`src/rtl/dcf77_encoder.sv`:
```
// DCF77 time-code pulse generator: 59-bit minute frame, one pulse per second, minute marker at second 59.
// Optional error injection (P3 inversion, missing minute marker) is built only with DCF_ERR_INJECT_EN.
module dcf77_encoder #(
  parameter int CLK_FREQ = 500,
  parameter int LOW_ZERO = 50,
  parameter int LOW_ONE  = 100
) (
  input  logic       clk,
  input  logic       nReset,
  input  logic       enable_in,
  input  logic       load_in,
  output logic       ready_out,
  input  logic [6:0] minute_in,
  input  logic [5:0] hour_in,
  input  logic [5:0] day_in,
  input  logic [2:0] weekday_in,
  input  logic [4:0] month_in,
  input  logic [7:0] year_in,
  input  logic       cest_in,
`ifdef DCF_ERR_INJECT_EN
  input  logic       err_parity_in,
  input  logic       err_nomark_in,
`endif
  output logic       dcf_out,
  output logic [5:0] second_out,
  output logic       frame_start_out
);

  localparam int CW = $clog2(CLK_FREQ);
  localparam logic [CW-1:0] SEC_LAST = CW'(CLK_FREQ - 1);

  typedef enum logic [2:0] {IDLE, SYNC, PULSE, SPACE, MARK} state_t;

  state_t        state_q, state_d;
  logic [CW-1:0] cnt_q, cnt_d;
  logic [5:0]    sec_q, sec_d;
  logic          dcf_q, dcf_d;
  logic          fs_q, fs_d;
  logic          pend_full_q, pend_full_d;
  logic [58:0]   pend_q, pend_d;
  logic [58:0]   act_q, act_d;
  logic          start0, load_acc, cur_bit;
  logic [63:0]   act_ext;
  logic [CW-1:0] pulse_last;
  logic          par_err, nomark;

  function automatic logic [58:0] build_frame(
    input logic [6:0] mi, input logic [5:0] hr, input logic [5:0] dy,
    input logic [2:0] wd, input logic [4:0] mo, input logic [7:0] yr, input logic cest);
    build_frame = {^{dy, wd, mo, yr}, yr, mo, wd, dy, ^hr, hr, ^mi, mi,
                   1'b1, 1'b0, ~cest, cest, 17'b0};
  endfunction

`ifdef DCF_ERR_INJECT_EN
  logic par_err_q, par_err_d, nomark_q, nomark_d;
  assign par_err = par_err_q;
  assign nomark  = nomark_q;
`else
  assign par_err = 1'b0;
  assign nomark  = 1'b0;
`endif

  // Bits 59..63 pad to zero so second 59 (no-mark case) always sends a short pulse.
  always_comb begin
    act_ext     = {5'b0, act_q};
    act_ext[58] = act_q[58] ^ par_err;
    cur_bit     = act_ext[sec_q];
    pulse_last  = cur_bit ? CW'(LOW_ONE - 1) : CW'(LOW_ZERO - 1);
  end

  always_comb begin
    state_d = state_q;
    cnt_d   = cnt_q;
    sec_d   = sec_q;
    start0  = 1'b0;
    case (state_q)
      IDLE: begin
        cnt_d = '0;
        sec_d = '0;
        if (enable_in) state_d = SYNC;
      end
      SYNC, MARK: begin
        if (cnt_q == SEC_LAST) begin
          state_d = PULSE;
          cnt_d   = '0;
          sec_d   = '0;
          start0  = 1'b1;
        end else cnt_d = cnt_q + CW'(1);
      end
      PULSE: begin
        cnt_d = cnt_q + CW'(1);
        if (cnt_q == pulse_last) state_d = SPACE;
      end
      SPACE: begin
        if (cnt_q == SEC_LAST) begin
          cnt_d = '0;
          if (sec_q == 6'd58 && !nomark) begin
            state_d = MARK;
            sec_d   = 6'd59;
          end else if (sec_q >= 6'd59) begin
            state_d = PULSE;
            sec_d   = '0;
            start0  = 1'b1;
          end else begin
            state_d = PULSE;
            sec_d   = sec_q + 6'd1;
          end
        end else cnt_d = cnt_q + CW'(1);
      end
      default: state_d = IDLE;
    endcase
    if (!enable_in) begin
      state_d = IDLE;
      cnt_d   = '0;
      sec_d   = '0;
      start0  = 1'b0;
    end
    dcf_d = (state_d != PULSE);
    fs_d  = start0;
  end

  // A full pending buffer blocks new loads, so a load on the transfer cycle is dropped.
  always_comb begin
    load_acc    = load_in && !pend_full_q;
    pend_full_d = pend_full_q;
    pend_d      = pend_q;
    act_d       = act_q;
    if (start0 && pend_full_q) begin
      act_d       = pend_q;
      pend_full_d = 1'b0;
    end
    if (load_acc) begin
      pend_d      = build_frame(minute_in, hour_in, day_in, weekday_in, month_in, year_in, cest_in);
      pend_full_d = 1'b1;
    end
  end

`ifdef DCF_ERR_INJECT_EN
  always_comb begin
    par_err_d = par_err_q;
    nomark_d  = nomark_q;
    if (start0) begin
      par_err_d = err_parity_in;
      nomark_d  = err_nomark_in;
    end
  end

  always_ff @(posedge clk or negedge nReset) begin
    if (!nReset) begin
      par_err_q <= 1'b0;
      nomark_q  <= 1'b0;
    end else begin
      par_err_q <= par_err_d;
      nomark_q  <= nomark_d;
    end
  end
`endif

  always_ff @(posedge clk or negedge nReset) begin
    if (!nReset) begin
      state_q     <= IDLE;
      cnt_q       <= '0;
      sec_q       <= '0;
      dcf_q       <= 1'b1;
      fs_q        <= 1'b0;
      pend_full_q <= 1'b0;
      pend_q      <= '0;
      act_q       <= '0;
    end else begin
      state_q     <= state_d;
      cnt_q       <= cnt_d;
      sec_q       <= sec_d;
      dcf_q       <= dcf_d;
      fs_q        <= fs_d;
      pend_full_q <= pend_full_d;
      pend_q      <= pend_d;
      act_q       <= act_d;
    end
  end

  assign ready_out       = !pend_full_q;
  assign dcf_out         = dcf_q;
  assign second_out      = sec_q;
  assign frame_start_out = fs_q;

endmodule
```
`config.mk`:
```
export PLATFORM = sky130hd
export DESIGN_NAME = dcf77_encoder
export DESIGN_NICKNAME = d
export VERILOG_FILES = /design/src/rtl/dcf77_encoder.sv
export SDC_FILE = /design/constraint.sdc
export NUM_CORES = 1
export LEC_CHECK = 0
export BUFFER_PORTS_ARGS = -buffer_cell sky130_fd_sc_hd__buf_2
export CELL_PAD_IN_SITES_DETAIL_PLACEMENT = 1
export CELL_PAD_IN_SITES_GLOBAL_PLACEMENT = 1
export CORE_UTILIZATION = 48
export CTS_BUF_LIST = sky130_fd_sc_hd__clkbuf_8 sky130_fd_sc_hd__clkbuf_16
export DETAILED_ROUTE_END_ITERATION = 8
export PLACE_DENSITY = 0.87
export SYNTH_ARGS = -nofsm -noshare
export SYNTH_HDL_FRONTEND = slang
export SYNTH_SLANG_ARGS = --single-unit
```
`constraint.sdc`:
```
create_clock -name clk -period 2.75 [get_ports clk]
set_input_delay 0.275 -clock clk [delete_from_list [all_inputs] [get_ports clk]]
set_output_delay 0.275 -clock clk [all_outputs]
set_load 0.02 [all_outputs]
```
**After elaboration in Yosys (flattened, before gate mapping)**

Cells that the tools add are included.

- Equality and inequality tests: 12
- Shift-type cells: 0
- Mux-type cells: 26
- $mul: 0
- Order comparisons: 2
- Bitwise gates (word level): 1
- Add/sub/neg operators: 2
- Div/mod/pow operators: 0
- Reduce and logical (&&, ||, !) cells: 11

Operator list:

| kind | number |
|---|---|
| $mux W6 | 5 |
| $pmux W9 S3 | 1 |
| $reduce_xor A22 Y1 | 1 |
| $mux W9 | 2 |
| $pmux W6 S3 | 1 |
| $mux W3 | 5 |
| $pmux W3 S4 | 1 |
| $add A9 B1 Y9 const B | 1 |
| $eq A9 B7 Y1 | 1 |
| $eq A9 B9 Y1 const B | 1 |
| $mux W1 | 8 |
| $lt A6 B7 Y1 const B | 1 |
| $mux W7 | 1 |
| $reduce_xor A7 Y1 | 1 |
| $add A6 B1 Y6 const B | 1 |
| $bmux W1 S6 | 1 |
| $eq A3 B2 Y1 const B | 2 |
| $eq A6 B6 Y1 const B | 1 |
| $ge A6 B6 Y1 const B | 1 |
| $ne A3 B3 Y1 const B | 2 |
| $reduce_xor A6 Y1 | 1 |
| $ne A4 B1 Y1 const B | 1 |
| $ne A4 B2 Y1 const B | 1 |
| $eq A3 B1 Y1 const B | 1 |
| 11 further kinds | 12 |

- Flip-flop bits (word level): 103
- Memory bits (writable): 0
- Word-level logic and storage cells: 62
- Output and inout bits: 9
- Memories: 0
- Latch bits: 0
- Bits of input ports: 40
- Memory bits (read-only): 0

**Longest topological paths before layout**

Gate-level depths: netlist of run 1.

- Depth after elaboration: 9
- Gate-level depth with buffers: 10

**Worst setup path after synthesis of run 1**

No wires, ideal clock.

- Path type: register to register
- Start point: register sec_q[0], in the netlist second_out[0]
- End point: register act_q[42]
- Stages on the path, launching flop included: 11
- Library setup time: 0.125 ns
- Setup slack: 0.427 ns
- Data arrival time: 2.198 ns
- Path buffers: 3
- Path through: dfrtp_1 -> buf_6 -> buf_2 -> inv_1 -> ha_1 -> o21ai_1 -> a41o_1 -> and3_1 -> nand2_1 -> buf_2 -> mux2_2

- Longest elaborated chain between the ends: 7
- Elaborated cells between the ends (all ways): 8

Ends and longest elaborated chain:

| what | RTL line | text |
|---|---|---|
| from (decl) | 36 | `logic [5:0] sec_q, sec_d;` |
| from (signal assigned) | 163 | `sec_q <= '0;` |
| from (signal assigned) | 172 | `sec_q <= sec_d;` |
| $ge A6 B6 Y1 | 100 | `end else if (sec_q >= 6'd59) begin` |
| $mux W1 | 100 |  |
| $mux W1 (*) | 97 | `if (sec_q == 6'd58 && !nomark) begin` |
| $mux W1 (*) | 95 | `if (cnt_q == SEC_LAST) begin` |
| $pmux W1 S2 (*) | 76 | `case (state_q)` |
| $mux W1 (*) | 112 | `if (!enable_in) begin` |
| via fs_d | 38 | `logic fs_q, fs_d;` |
| $logic_and A1 B1 Y1 (*) | 128 | `if (start0 && pend_full_q) begin` |
| to (signal assigned) | 177 | `act_q <= act_d;` |
| to (decl) | 41 | `logic [58:0] act_q, act_d;` |

Mark *: on every way through the listed nets, which the timed path passes. The rest lies on a longest branch.
A chain may end at the register's enable or synchronous reset.

**Final worst setup path of run 1**

- Start point: register sec_q[0], in the netlist second_out[0]
- End point: register act_q[49]

The elaborated chain is that of the path after synthesis.

==> metrics.txt, run 1 <==
cell type of the slowest stage on the worst timing path dfrtp_1; multiplexer fraction of the synthesized cell area between 20 and 25%; clock buffers created by TritonCTS 9; number of distinct library cells after synthesis 50; clk_skew roughly 0.016 ns; starting density of the core between 40% and 50%; family of cells with the greatest summed delay on the critical path flip-flops; die area ~11,000 µm²; fraction of final layout cells sized beyond drive strength 1 approximately a third; clock slew at reported path FFs around 0.10 ns; crit start category flip-flop; RSZ-0062 raised after global routing no; placeable core region just under 10,000 µm²; worst path required time 3.01 ns; portion of total power attributed to sequential cells between 50% and 60%; largest net degree at the start of global routing between 50 and 60; global-route usage over all layers 22.5%; wire length of the first global-routing pass 17,900 µm; cell at the root of the clock tree clkbuf_8; simple-gate area share of the yosys netlist about 8%; per-cell routed wire length about 19 µm; number of antenna violations at the first check in global routing 0; Critical Path Sink Type flip-flop; run status finished, final reports clean; most frequently used flop master after synthesis dfrtp_1; count of endpoints failing setup in the final report 0; area share of fa/ha/maj cells after synthesis less than 1%; share of the cycle needed by the critical path after routing 95.5%; Ys Warns 0; diodes inserted 0; switching power of the nets around 770 µW; net switching share of the total power roughly a quarter; Gate Count Post-Synth ~400; number of H-tree branching levels 3; RD Place Congestion 0.850; Worst-Margin Slew roughly 1 ns; synthesized net count between 400 and 500; parity-gate share of the synthesized area counting xor and xnor cells under 10%; number of hold violations in the final report 0; Sinks on Clock Net between 100 and 150; Final Max Slew Viols 0; total wirelength of the detailed-routed design approximately 11,000 µm; CTS tree built; Horiz. Die Dim 103 µm; CP Max Fanout 42; Detail Route Antenna Nets 0; part of the total power dissipated in the clock network 35.8%; combinational family with the most area after synthesis multiplexers; count of unresolved DRC violations after routing 0; normalized max-slew margin approximately 32%; via count about 3,300; combined area of all synthesized cells about 4900 µm²; synthesized area per cell between 10 and 15 µm²; Die Y-Extent 103 µm; max frequency 381 MHz; area added between synthesis and finish 12.9%; total overflow reported by the global router 0; hpwl dp a little under 8000 µm; number of global-route vias before repair roughly 3,500; number of buffers and inverters on the critical path 3; Max IR drop VDD approximately 0.00033 V; top library cells by usage in the layout, fill and taps aside 102 x dfrtp_1, 74 x mux2_2, 47 x buf_2; number of placement rows 36; # nets final 488; worst setup timing slack at the placement stage around 0.20 ns; Final Util around 56%; Initial DRC Count 90; Critical Path AT roughly 2.9 ns; most frequent standard cell in the layout excluding fill and tap cells dfrtp_1; Crit Path Class flip-flop to flip-flop; number of fillers in the final layout around 1,000; total negative slack for setup checks 0 ns; number of flip-flops and latches in the synthesized netlist between 100 and 150; drt via density between 5 and 6; crit path cell chain buf_4 -> inv_1 -> ha_1 -> o21ai_1 -> a41o_1 -> and3_1 -> nand2_1 -> buf_12 -> mux2_1; number of violations of the max-capacitance limit 0; clock period minus worst slack between 2 and 3 ns; sequential area share after synthesis a little over half; clock network latency to the later pin of the worst-skew pair roughly 0.38 ns; first-pass iteration count of the detailed router 4; cell-internal power about 2.2 mW; part of the total power dissipated in combinational logic ~9.0%; share of the synthesized area in compound gates (AO/OA/AOI/OAI) roughly 6.6%; proportion of synthesized flip-flops having asynchronous set or reset 100%; worst path setup slack after routing about 0.12 ns; leakage power of the design ~2.6 nW; number of enable flip-flop cells after synthesis 0; power per cell area 528 nW/µm²; Min-Delay Path Class input pin to flip-flop; I/O pin cnt 49; buffers from clock root to sink, at most 2; Gates resized, CTS repair 0; Largest stage delay, worst path just under 0.6 ns; Port Buf Inserts 48
worst paths after layout:
check / from / endpoint / slack, ns / cells past startpoint
max: second_out[0] / act_q[49] / 0.12 / 9
min: cest_in / pend_q[18] / 0.11 / 2
max reg2reg: second_out[0] / act_q[49] / 0.12 / 9
min in group asynchronous: nReset / pend_q[46] / 0.44 / 2
max in group asynchronous: nReset / pend_q[47] / 1.59 / 3
min reg2reg: pend_q[20] / pend_q[20] / 0.49 / 1
sequential cells by signal (all words and copies together), names as in the netlist:
name             cells
dcf_out              1
second_out           6
pend_q              41
pend_full_q          1
cnt_q                9
state_q              3
frame_start_out      1
act_q               41
cell families (layout without fill, tap and decap cells):
group / Yosys count / count (layout)
buffers and inverters: 28 / 81
muxes: 95 / 95
xor gates and xnor gates: 40 / 40
DFF: 103 / 103
adders and majority gates: 3 / 3
AOI/OAI and AO/OA: 48 / 48
and+or+nand+nor: 80 / 80
power by group through the flow:
stage	clock [mW]	combinational, mW	sequential [mW]
2_1_floorplan	0	0.160	1.63
3_3_place_gp	0	0.247	1.64
3_5_place_dp	0	0.270	1.65
4_1_cts	1.07	0.270	1.62
5_1_grt	1.11	0.294	1.63
6_report	1.05	0.264	1.62
through the flow:
stage	hold slack, ns	cells	power [mW]	cell area, µm²
2_1_floorplan	-0.0206	397	1.79	4920
3_3_place_gp	0.327	566	1.89	5320
3_5_place_dp	0.327	566	1.92	5320
4_1_cts	0.0993	583	2.95	5560
5_1_grt	0.0966	583	3.03	5560
6_report	0.114	583	2.93	5560
cells in the mapped netlist, types with 4 or more instances:
cell      count  area share, %
nand2_1      24            1.8
buf_2         7           0.71
nand3_1      12            1.2
clkbuf_1     10           0.76
and3_1        5           0.64
nor2_1       18            1.4
mux2_2       74             17
a21oi_1       4           0.41
mux2i_1      14            2.8
nand4_1       5           0.64
xor2_1        7            1.2
o21ai_0      19            1.9
xnor2_1      33            5.9
dfrtp_1     102             52
inv_1         8           0.61
layout make-up:
cell class	instances	area, µm²	share of cell area, %
clock buffer	9	124	2.23
multi-input combinational	266	2220	40.0
inverter	8	30.0	0.541
sequential	103	2580	46.4
tap	133	166	3.00
clock inverter	7	97.6	1.76
timing repair buffer	57	338	6.08
repair_timing:
action                                 in CTS  in global routing
buffers inserted                            0                  0
endpoints found under the hold margin      44                  0
hold buffers                                1                  0
metal layers:
metal | vias to the layer above | wire (µm) | share of wire, % | GRT usage [%]
met2 | 71 | 5600 | 52 | 38.8
li1 | 1522 | - | - | -
met4 | 0 | 143 | 1.3 | 6.28
met5 | - | 0 | 0 | 0
met1 | 1645 | 4760 | 44 | 29.2
met3 | 17 | 346 | 3.2 | 4.10
No activity file was read; power rests on OpenSTA's default activity.
==> inputs of run 2 (changes only) <==
- ABC_AREA: unset -> 1
- CORE_UTILIZATION: 48 -> 44
- PLACE_DENSITY: 0.87 -> 0.86
==> run 2 against run 1 <==
Net effect:
- clock power increased by 14%
- count of clock-buffer cells in the layout unchanged
- synthesized cell count increased by 61%
- synthesized area increased by 3.2%
- cell count increased by 42%
- flip-flop and latch count unchanged
- non-clock buffer count decreased by 1
- die area increased by 12%
- hold slack got worse by 0.075 ns
- sequential power about the same
==> metrics.txt, run 2 <==
run status finished, final reports clean; Ys Warns 0; crit start category flip-flop; top library cells by usage in the layout, fill and taps aside 220 x nand2_1, 102 x dfrtp_1, 80 x inv_1; clock network latency to the later pin of the worst-skew pair 0.35 ns; number of H-tree branching levels 3; family of cells with the greatest summed delay on the critical path simple AND/OR/NAND/NOR gates; number of global-route vias before repair between 4,000 and 5,000; Worst setup endpoint act_q[46]; top cells by count, synth 220 x nand2_1, 102 x dfrtp_1, 79 x inv_1; area added between synthesis and finish 12.5%; cell type of the slowest stage on the worst timing path dfrtp_1; Crit Path Class flip-flop to flip-flop; number of flip-flops and latches in the synthesized netlist roughly 100; Max IR drop VDD roughly 0.00048 V; count leader, synth nand2_1; post-CTS setup buffers 0; via count around 4,200; total overflow reported by the global router 0; # nets final 725; cell at the root of the clock tree clkbuf_16; count of unresolved DRC violations after routing 0; leading post-synthesis cells by cell area dfrtp_1 50%, nand2_1 16%, inv_1 5.8%, nand3_1 5.2%, xnor2_1 4.1%; sequential area share after synthesis between 50% and 60%; hpwl dp approximately 9000 µm; area share of the largest cell type after synthesis 50.3%; combined area of all synthesized cells 5080 µm²; RSZ-0062 raised after global routing no; normalized max-slew margin 40.7%; fraction of final layout cells sized beyond drive strength 1 between 10% and 20%; count of endpoints failing setup in the final report 0; most frequently used flop master after synthesis dfrtp_1; Worst R2R Path Depth 8; Port Buf Inserts 48; Pwr Total 3.12 mW; proportion of synthesized flip-flops having asynchronous set or reset 100%; worst path required time a little under 3 ns; Levels on crit path 8; share of the cycle needed by the critical path after routing between 90% and 100%; starting density of the core ~46%; wire length of the first global-routing pass 21,500 µm; Gates resized, CTS repair 0; power per cell area between 500 and 600 nW/µm²; Final Util a little over 50%; number of hold violations in the final report 0; RD Place Congestion slightly above 0.8; number of placement rows 38; clk_skew 0.00851 ns; largest net degree at the start of global routing approximately 70; Worst-Margin Slew between 0.8 and 0.9 ns; number of antenna violations at the first check in global routing 0; crit path cell chain ha_1 -> nor2_1 -> nor3_1 -> nand2_1 -> a211oi_4 -> nand2_4 -> nand2_1 -> o21ai_1; number of fillers in the final layout about 1,400; per-cell routed wire length between 10 and 15 µm; CP Max Fanout 63; clock slew at reported path FFs 0.07 ns; area leader, netlist dfrtp_1; Initial DRC Count 196; Sinks on Clock Net slightly above 100; number of enable flip-flop cells after synthesis 0; crit-path most repeated cell nand2_1; most frequent standard cell in the layout excluding fill and tap cells nand2_1; diodes inserted 0; number of distinct library cells after synthesis 32; leakage power of the design about 2.9 nW; Register-to-Register Setup Slack 0.23 ns; total negative slack for setup checks 0 ns; max frequency just under 400 MHz; Min-Delay Path Class input pin to async pin; number of buffers and inverters on the critical path 0; total wirelength of the detailed-routed design approximately 12,000 µm; synthesized area per cell a little under 8 µm²; reg2reg end act_q[46]; drt via density about 5.1; global-route usage over all layers a little under a quarter; first-pass iteration count of the detailed router 4; CTS tree built; synthesized net count 683; Final Max Slew Viols 0; Horiz. Die Dim 109 µm; Gate Count Post-Synth 640; Critical Path AT 2.73 ns; clock buffers created by TritonCTS 9; number of violations of the max-capacitance limit 0; reg-to-reg startpoint second_out[1]; Detail Route Antenna Nets 0; hold buffers post-CTS 0; sequential standard cell area approximately 2600 µm²; Post-Route Hold Slack between 0.03 and 0.04 ns; largest registers act_q x41, pend_q x41, cnt_q x9; placeable core region around 11,000 µm²; Critical Path Sink Type flip-flop; clock period minus worst slack roughly 2.5 ns; area of the multi-input gates slightly above 2000 µm²; buffers from clock root to sink, at most 2; Die Y-Extent about 110 µm; Largest stage delay, worst path just under 0.5 ns; I/O pin cnt a little under 50; die area 12,000 µm²; Critical Path Start second_out[1]
run 2: changes by cell type after synthesis, sizes merged, moves of 14 or more:
cell	delta
nand2	+197
o21ai	+31
mux2i	-14
inv	+74
nand3	+43
mux2	-77
run 2: layout make-up:
class | instances | area share, %
repair buffers | 56 | 5.52
well taps | 140 | 3.07
clock buffers | 9 | 3.94
flip-flops and latches | 103 | 45.1
inverters | 82 | 5.39
multi-input cells | 430 | 36.2
clock inverters | 6 | 0.788
run 2: how the worst min path moves through the flow:
| stage | start | to | slack [ns] | cells past startpoint |
|---|---|---|---|---|
| detailed placement | pend_q[20] | pend_q[20] | 0.45 | 2 |
| finish | nReset | act_q[45] | 0.04 | 1 |
| global route | nReset | pend_q[45] | 0.11 | 1 |
| floorplan | nReset | act_q[17] | -0.02 | 0 |
| CTS | nReset | pend_q[45] | 0.08 | 1 |
| global placement | nReset | pend_q[48] | 0.43 | 1 |
run 2: cells by family (layout without fill, tap and decap cells):
kind of cell    count (synthesis)  count (layout)  synth area share, %
flops                         103             103                 50.8
buf+inv                       107             153                 8.50
fa+ha+maj                       3               3                0.740
xor+xnor                       34              34                 5.87
simple gates                  316             316                 25.7
compound gates                 77              77                 8.38
run 2: where the power goes:
part           switching [mW]  internal (mW)
clock                   0.583          0.614
sequential             0.0391           1.59
combinational           0.174          0.117
run 2: routing by layer:
layer  track usage, %  vias up  wire, µm
li1                 -     2080         -
met1             28.6     2079      5520
met2             41.2       64      6250
met3             5.51       10       315
met4             6.10        0       135
met5                0        -         0
run 2: metrics by stage:
step / instances / cell area [µm²] / setup WS, ns
finish: 826 / 5710 / 0.231
global route: 826 / 5710 / 0.0177
CTS: 826 / 5710 / 0.220
detailed placement: 811 / 5440 / 0.280
global placement: 811 / 5440 / 0.541
floorplan: 640 / 5080 / 0.627
run 2: worst register-to-register path, cell delays in order, from the launching register on:
cell      delay [ns]
dfrtp_1         0.49
ha_1            0.27
nor2_1          0.07
nor3_1          0.30
nand2_1         0.18
a211oi_4        0.34
nand2_4         0.38
nand2_1         0.26
o21ai_1         0.09
